===== config.mk =====
export PLATFORM = sky130hd
export DESIGN_NAME = count_updn
export DESIGN_NICKNAME = d
export VERILOG_FILES = /design/src/rtl/count_updn.sv
export SDC_FILE = /design/constraint.sdc
export NUM_CORES = 1
export LEC_CHECK = 0
export BUFFER_PORTS_ARGS = -buffer_cell sky130_fd_sc_hd__buf_2
export CAP_MARGIN = 0
export CORE_AREA = 2 2 39 41
export CTS_CLUSTER_SIZE = 16
export DETAILED_ROUTE_END_ITERATION = 12
export DIE_AREA = 0 0 41 43
export PLACE_DENSITY = 0.65
export SYNTH_ARGS = -nofsm -noshare
export SYNTH_HDL_FRONTEND = slang
export SYNTH_SLANG_ARGS = --single-unit

===== constraint.sdc =====
create_clock -name clk -period 3.4 [get_ports clk]
set_clock_uncertainty 0.2 [all_clocks]
set_input_delay 0.68 -clock clk [delete_from_list [all_inputs] [get_ports clk]]
set_output_delay 0.68 -clock clk [all_outputs]
set_load 0.01 [all_outputs]

===== src/rtl/count_updn.sv =====
// Parametrised up/down counter: programmable modulus, parallel load, enable prescaler, tc/wrap flags.
// Define COUNT_SATURATE_EN to hold at the boundary instead of wrapping (wrap still pulses).
module count_updn #(
  parameter int WIDTH   = 4,
  parameter int MAX_VAL = 2**WIDTH - 1,
  parameter int DIV     = 1
) (
  input  logic             clk,
  input  logic             rst,
  input  logic             en,
  input  logic             up,
  input  logic             load,
  input  logic [WIDTH-1:0] load_val,
  output logic [WIDTH-1:0] out,
  output logic             tc,
  output logic             wrap
);

  localparam int PRE_W = (DIV > 1) ? $clog2(DIV) : 1;

  localparam logic [WIDTH-1:0] MAX      = WIDTH'(MAX_VAL);
  localparam logic [PRE_W-1:0] PRE_LAST = PRE_W'(DIV - 1);

  logic [PRE_W-1:0] pre;
  logic [PRE_W-1:0] pre_nxt;
  logic [WIDTH-1:0] out_nxt;
  logic             wrap_nxt;
  logic             tick;
  logic             at_bound;

  assign tick     = en && (pre == PRE_LAST);
  assign at_bound = up ? (out == MAX) : (out == '0);

  // tc is purely a function of the current count and direction, for cascading.
  assign tc = at_bound;

  always_comb begin
    // NOTE: every output of this block gets a default first so no path leaves a latch behind.
    pre_nxt  = pre;
    out_nxt  = out;
    wrap_nxt = 1'b0;

    if (load) begin
      // Clamping here keeps the counter from ever holding a value above MAX.
      out_nxt = (load_val > MAX) ? MAX : load_val;
      pre_nxt = '0;
    end else if (en) begin
      pre_nxt = tick ? '0 : pre + 1'b1;
      if (tick) begin
        if (at_bound) begin
          wrap_nxt = 1'b1;
`ifdef COUNT_SATURATE_EN
          out_nxt  = out;
`else
          out_nxt  = up ? '0 : MAX;
`endif
        end else begin
          out_nxt = up ? out + 1'b1 : out - 1'b1;
        end
      end
    end
  end

  always_ff @(posedge clk) begin
    // NOTE: non-blocking assignments for all registered state so every flop samples pre-edge values.
    if (rst) begin
      out  <= '0;
      pre  <= '0;
      wrap <= 1'b0;
    end else begin
      out  <= out_nxt;
      pre  <= pre_nxt;
      wrap <= wrap_nxt;
    end
  end

endmodule


==> qor.log, run 1 <==
[sta] Setup TNS 0 ns
[synth] Gate Count Post-Synth 47
[floorplanning] Floorplan Core Area 1380 sq um
[grt] largest net degree at the start of global routing 13
[synth] Post-Synthesis Net Count 59
[synth] mux cell area share after synthesis 2.24%
[clock_network] clock root buffer sky130_fd_sc_hd__clkbuf_4
[clock_network] Worst-Skew Late Latency 0.24 ns
[floorplanning] die outline area 1760 sq um
[route] iteration count of the initial detailed-routing pass 4
[floorplanning] total number of placement rows 14
[clock_network] depth of the CTS H-tree 1
[grt] vias in the first global route 331
[synth] post-synthesis instance area 447 sq um
[grt] wire length of the first global-routing pass 1380 um
[power] IR drop worst, VDD 0.212 mV
[route] aggregate routed wire length 855 um
[worst_setup_path] kind of critical path primary input to output pin
[route] via count of the routed design 385
[clock_network] CTS Hold Buffers Added 0
[finish] ratio of cells with drive above 1 in the final layout 37.1%
[finish] Final Instance Area 541 sq um
[sta] share of the cycle needed by the critical path after routing 65.0%
[sta] Slew Viols, Final 0
[power] cell area power density 383 nW/um^2
[placed_design] pre-CTS WS 1.20 ns
[synth] flop and latch count out of synthesis 6
[finish] ant diodes 0
[grt] remaining global-route overflow 0
[synth] Unique masters post-synth 25
[worst_setup_path] startpoint class of the critical path primary input
[sta] tightest slew margin relative to the limit 74.5%
[clock_network] clk sink count 6
[synth] Synth Area in XOR/XNOR 7.84%
[route] average routed wire per standard cell 11.0 um
[synth] combinational family with the most area after synthesis compound AO/OA/AOI/OAI gates
[sta] minimum clock period 2.21 ns
[synth] Simple-Gate Fraction of Synth Area 22.1%
[clock_network] clk slew on worst S/H paths 0.04 ns
[grt] antenna violations before repair 0
[finish] Net count, final 76
[worst_hold_path] Hold/Removal Path Class flip-flop to flip-flop
[clock_network] TritonCTS buffer count 3
[floorplanning] Top-Level Pins 15
[synth] mean instance size in the synthesized netlist 9.50 sq um
[clock_network] maximum clock insertion buffer count 2
[route] number of DRC violations after detailed routing 0
[placed_design] total cell area at the placement stage 518 sq um
[flow_run] number of violations of the max-capacitance limit 0
[worst_setup_path] Req. time, crit path 2.52 ns
[synth] synth warn 0
[sta] min setup slack post-route 1.19 ns
[sta] highest attainable clock frequency 0.453 GHz
[placed_design] weighted congestion at the end of routability-driven global placement 0.707
[sta] Fin. Hold Viols 0
[outcome] result of the run finished clean
[synth] synthesized-area fraction occupied by ao, oa, aoi and oai cells 23.2%
[clock_network] number of post-CTS setup repair buffers 0
[sta] setup repair after global routing missed its margin no
[worst_setup_path] Arr. time, crit path 1.33 ns
[floorplanning] die outline width 41 um
[sta] transition time at the pin with the least slew margin 0.382 ns
[route] number of vias per cell after detailed routing 4.94
[worst_setup_path] highest fanout seen on the critical path 4
[floorplanning] Chip Height 43 um
[clock_network] CTS-repair resized insts 0
[power] leakage dissipation 0.253 nW
[placed_design] number of port buffers 14
[route] antenna-violating nets left 0
[route] First DRT Iteration DRCs 4
[finish] post-layout utilization of the core 39.1%
[sta] # setup viols final 0
[floorplanning] starting utilization of the core area 32.3%
[finish] signed area change from the synthesized netlist to the final layout 21.0%
[grt] global router's overall resource usage 11.5%
[clock_network] TritonCTS clock tree done
[synth] proportion of synthesized chip area in sequential cells 26.9%
[worst_setup_path] sort of element at the end of the critical path output pin
[placed_design] hpwl dp 652 um
[synth] adder and majority cell fraction of the synthesized area 10.1%
synthesized netlist by cell type:
master / instances / area (sq um)
sky130_fd_sc_hd__a21oi_1: 7 / 35.0
sky130_fd_sc_hd__dfxtp_1: 6 / 120
sky130_fd_sc_hd__inv_1: 4 / 15.0
sky130_fd_sc_hd__nand2_1: 4 / 15.0
sky130_fd_sc_hd__a211oi_1: 2 / 15.0
sky130_fd_sc_hd__ha_1: 2 / 25.0
sky130_fd_sc_hd__o21ai_0: 2 / 10.0
sky130_fd_sc_hd__xnor2_1: 2 / 17.5
sky130_fd_sc_hd__xor2_1: 2 / 17.5
sky130_fd_sc_hd__a2111oi_4: 1 / 27.5
sky130_fd_sc_hd__a21o_1: 1 / 7.51
sky130_fd_sc_hd__and3_2: 1 / 7.51
sky130_fd_sc_hd__buf_4: 1 / 7.51
sky130_fd_sc_hd__buf_6: 1 / 11.3
sky130_fd_sc_hd__fa_1: 1 / 20.0
sky130_fd_sc_hd__mux2i_1: 1 / 10.0
sky130_fd_sc_hd__nand2b_1: 1 / 6.26
sky130_fd_sc_hd__nand3_2: 1 / 10.0
sky130_fd_sc_hd__nand3_4: 1 / 17.5
sky130_fd_sc_hd__nand3b_1: 1 / 7.51
sky130_fd_sc_hd__nor2_1: 1 / 3.75
sky130_fd_sc_hd__nor3_2: 1 / 10.0
sky130_fd_sc_hd__nor3b_2: 1 / 12.5
sky130_fd_sc_hd__nor4b_1: 1 / 8.76
sky130_fd_sc_hd__o2bb2ai_1: 1 / 8.76
logic make-up (layout without fill, tap and decap cells):
kind of cell	count (synthesis)	count (layout)
xor+xnor	4	4
compound gates	14	14
simple gates	13	13
mux	1	1
fa+ha+maj	3	3
flops	6	6
buf+inv	6	21
registers in the layout, summed over array words and instances (netlist names):
signal  cells
pre         1
out         4
wrap        1
final timing paths:
kind / start / endpoint / slack (ns) / cells past startpoint
max: up / tc / 1.19 / 5
min reg2reg: pre / pre / 0.27 / 1
min: pre / pre / 0.27 / 1
max reg2reg: out[1] / out[3] / 1.82 / 5
per-stage QoR:
stage               hold slack [ns]  cells  total power [mW]
global route                  0.278     78             0.223
floorplan                     0.252     47             0.126
finish                        0.269     78             0.207
global placement              0.260     75             0.144
CTS                           0.270     78             0.211
detailed placement            0.264     75             0.144
worst max-delay path, cell delays in order:
cell and delay (ns):
sky130_fd_sc_hd__buf_2 0.13, sky130_fd_sc_hd__inv_1 0.16, sky130_fd_sc_hd__nand3_2 0.16, sky130_fd_sc_hd__nand2_1 0.08
sky130_fd_sc_hd__buf_2 0.12
metal layers:
layer	part of all wire [%]	track usage [%]	routed length, um
met2	41	15.6	350
met4	0.58	2.00	5
met1	49	15.7	420
met3	9.2	6.81	79
met5	0	0	0
final cells by class:
cell class | count | area (sq um)
Fill cell | 140 | 843
Multi-Input combinational cell | 35 | 293
Sequential cell | 6 | 120
Timing Repair Buffer | 14 | 70.1
Clock buffer | 3 | 22.5
Tap cell | 16 | 20.0
Inverter | 4 | 15.0
report_power, final:
part	switching (mW)	internal (mW)
clock	0.0251	0.0399
sequential	0.00836	0.0758
combinational	0.0306	0.0274
total	0.0641	0.143
layout by cell type, fill, tap and decap left out, drive strengths merged, types with 2 or more instances in the layout:
cell / count
buf: 14
nand2: 4
inv: 4
dfxtp: 6
o21ai: 2
nand3: 2
clkbuf: 3
a21oi: 7
xnor2: 2
a211oi: 2
xor2: 2
ha: 2
(Power assumes the default switching activity.)
==> run 2, diff against run 1 <==
--- a/config.mk
+++ b/config.mk
@@ -5,13 +5,14 @@
 export SDC_FILE = /design/constraint.sdc
 export NUM_CORES = 1
 export LEC_CHECK = 0
+export ABC_AREA = 1
 export BUFFER_PORTS_ARGS = -buffer_cell sky130_fd_sc_hd__buf_2
 export CAP_MARGIN = 0
 export CORE_AREA = 2 2 39 41
 export CTS_CLUSTER_SIZE = 16
 export DETAILED_ROUTE_END_ITERATION = 12
 export DIE_AREA = 0 0 41 43
-export PLACE_DENSITY = 0.65
+export PLACE_DENSITY = 0.62
 export SYNTH_ARGS = -nofsm -noshare
 export SYNTH_HDL_FRONTEND = slang
 export SYNTH_SLANG_ARGS = --single-unit
==> constraint.sdc (replaced) <==
create_clock -name clk -period 2.3 [get_ports clk]
set_clock_uncertainty 0.2 [all_clocks]
set_input_delay 0.46 -clock clk [delete_from_list [all_inputs] [get_ports clk]]
set_output_delay 0.46 -clock clk [all_outputs]
set_load 0.01 [all_outputs]
==> run 2 against run 1 <==
Sequential power increased by 46%. Clock power increased by 63%. Flip-flop and latch count unchanged. Wire length increased by 13%. Largest cell class unchanged.
==> qor.log, run 2 <==
[clock_network] CTS Hold Buffers Added 0
[clock_network] TritonCTS clock tree done
[finish] signed area change from the synthesized netlist to the final layout 27.8%
[route] number of vias per cell after detailed routing 4.75
[synth] Post-Synthesis Net Count 70
[grt] remaining global-route overflow 0
[grt] vias in the first global route 353
[synth] most used flip-flop cell after synthesis sky130_fd_sc_hd__dfxtp_1
[route] average routed wire per standard cell 10.6 um
[worst_hold_path] worst min-delay path startpoint en
[clock_network] Worst-Skew Late Latency 0.25 ns
[sta] Slew Viols, Final 0
[clock_network] CTS-repair resized insts 0
[floorplanning] Chip Height 43 um
[power] cell area power density 609 nW/um^2
[worst_setup_path] sort of element at the end of the critical path output pin
[route] number of DRC violations after detailed routing 0
[finish] post-layout utilization of the core 37.4%
[clock_network] maximum clock insertion buffer count 2
[clock_network] clk sink count 6
[finish] ant diodes 0
[worst_setup_path] worst-case reg-to-reg path depth 7
[finish] Largest register FFs 4
[worst_setup_path] Req. time, crit path 1.64 ns
[synth] post-synthesis instance area 405 sq um
[grt] global router's overall resource usage 12.2%
[floorplanning] starting utilization of the core area 29.3%
[floorplanning] die outline area 1760 sq um
[power] IR drop worst, VDD 0.349 mV
[floorplanning] Floorplan Core Area 1380 sq um
[synth] Synth top area share 29.6%
[sta] share of the cycle needed by the critical path after routing 82.5%
[clock_network] TritonCTS buffer count 3
[worst_setup_path] endpoint of the most critical register-to-register path out[3]
[worst_setup_path] kind of critical path flip-flop to output pin
[finish] Net count, final 89
[finish] Post-Layout Cell Count 91
[placed_design] hpwl dp 666 um
[outcome] result of the run finished clean
[synth] number of enable-type register cells in the synthesized netlist 0
[synth] mean instance size in the synthesized netlist 6.99 sq um
[synth] most common library cells after synthesis 18 x sky130_fd_sc_hd__nand2_1, 6 x sky130_fd_sc_hd__dfxtp_1, 5 x sky130_fd_sc_hd__nor2_1
[worst_setup_path] setup slack, reg-to-reg 0.75 ns
[worst_setup_path] startpoint class of the critical path flip-flop
[route] antenna-violating nets left 0
[clock_network] clk slew on worst S/H paths 0.05 ns
[sta] setup repair after global routing missed its margin no
[clock_network] clock root buffer sky130_fd_sc_hd__clkbuf_4
[sta] # setup viols final 0
[sta] tightest slew margin relative to the limit 81.9%
[sta] Fin. Hold Viols 0
[sta] transition time at the pin with the least slew margin 0.271 ns
[synth] leading post-synthesis cells by cell area sky130_fd_sc_hd__dfxtp_1 30%, sky130_fd_sc_hd__nand2_1 17%, sky130_fd_sc_hd__ha_1 6.2%
[floorplanning] Top-Level Pins 15
[clock_network] depth of the CTS H-tree 1
[route] First DRT Iteration DRCs 15
[floorplanning] die outline width 41 um
[sta] Setup TNS 0 ns
[synth] share of flip-flops with an asynchronous set or reset after synthesis 0%
[grt] antenna violations before repair 0
[worst_hold_path] Hold/Removal Path Class primary input to flip-flop
[placed_design] number of port buffers 14
[route] iteration count of the initial detailed-routing pass 4
[flow_run] number of violations of the max-capacitance limit 0
[route] via count of the routed design 432
[clock_network] number of post-CTS setup repair buffers 0
[synth] library cell with the largest summed area after synthesis sky130_fd_sc_hd__dfxtp_1
[synth] synth warn 0
[finish] Fill cells 156
[sta] highest attainable clock frequency 0.527 GHz
[synth] Unique masters post-synth 19
[synth] Gate Count Post-Synth 58
[finish] ratio of cells with drive above 1 in the final layout 33.3%
[finish] most used cells in the layout excluding fill and tap cells 18 x sky130_fd_sc_hd__nand2_1, 14 x sky130_fd_sc_hd__buf_2, 6 x sky130_fd_sc_hd__dfxtp_1
[finish] commonest non-fill, non-tap cell in the layout sky130_fd_sc_hd__nand2_1
[worst_setup_path] highest fanout seen on the critical path 6
[route] aggregate routed wire length 962 um
[finish] Final Instance Area 518 sq um
[grt] largest net degree at the start of global routing 9
[worst_setup_path] worst reg2reg path startpoint out[2]
[worst_setup_path] Arr. time, crit path 1.24 ns
[synth] leading cell type by number of instances after synthesis sky130_fd_sc_hd__nand2_1
[worst_hold_path] Min-Delay Endpoint pre
[synth] flop and latch count out of synthesis 6
[synth] proportion of synthesized chip area in sequential cells 29.6%
[power] total power consumption of the routed design 0.315 mW
[placed_design] instance count after placement with tap cells included 88
[finish] largest registers out (4), pre (1), wrap (1)
[placed_design] weighted congestion at the end of routability-driven global placement 0.723
[grt] wire length of the first global-routing pass 1460 um
[worst_hold_path] Worst Hold Path Cells 2
[finish] Biggest register out
[power] leakage dissipation 0.280 nW
[placed_design] total cell area at the placement stage 495 sq um
[sta] minimum clock period 1.90 ns
[floorplanning] total number of placement rows 14
==> run 2: changes by cell type in the layout (fill, tap and decap cells not counted), sizes merged, moves of 2 or more <==
cell,before,now
nand2,4,19
a21oi,7,2
nor2,1,6
inv,4,8
a211oi,2,0
a31oi,0,2
nand3,2,4
o221ai,0,2
xnor2,2,0
==> run 2: logic make-up (layout without fill, tap and decap cells) <==
group | Yosys count | in the layout | synth area share, %
buffers and inverters | 8 | 25 | 7.41
AND/OR/NAND/NOR | 32 | 32 | 36.4
flip-flops | 6 | 6 | 29.6
AO/OA/AOI/OAI | 8 | 8 | 13.3
XOR/XNOR | 1 | 1 | 2.16
adder cells (fa/ha/maj) | 3 | 3 | 11.1
==> run 2: per-layer routing <==
layer,vias to the layer above,part of all wire (%),track usage [%]
li1,224,-,-
met1,189,43,15.1
met2,19,51,18.8
met3,0,6.1,4.71
met4,0,0,4.00
met5,-,0,0
==> run 2: per-stage QoR <==
step           hold WS [ns]  setup slack [ns]
3_3_place_gp          0.219             0.483
3_5_place_dp          0.227             0.471
5_1_grt               0.175             0.317
4_1_cts               0.181             0.398
6_report              0.177             0.403
2_1_floorplan         0.213             0.661
==> run 2: cell type report <==
type | instances | area [sq um] | area share [%]
Sequential cell | 6 | 120 | 23.2
Multi-Input combinational cell | 44 | 255 | 49.3
Inverter | 8 | 30.0 | 5.80
Tap cell | 16 | 20.0 | 3.86
Clock buffer | 3 | 22.5 | 4.35
Timing Repair Buffer | 14 | 70.1 | 13.5
==> run 2: critical path: stages, from the launching register on <==
cell	delay (ns)
sky130_fd_sc_hd__dfxtp_1	0.44
sky130_fd_sc_hd__nand2_1	0.08
sky130_fd_sc_hd__nor2_1	0.09
sky130_fd_sc_hd__nand3_1	0.14
sky130_fd_sc_hd__nand2_1	0.11
sky130_fd_sc_hd__buf_2	0.13
==> run 2: worst max path at each step <==
stage,startpoint,end,cells past startpoint
after detailed placement,up,out[3],10
after global placement,up,out[3],10
final,out[1],tc,5
after CTS,out[1],tc,5
after floorplan,up,out[3],9
after global routing,out[1],tc,5
==> run 2: where the power goes <==
group	internal [mW]	total, mW	leakage, nW	switching, mW
clock	0.0596	0.106	0.0138	0.0463
sequential	0.112	0.123	0.0495	0.0118
combinational	0.0379	0.0861	0.217	0.0482
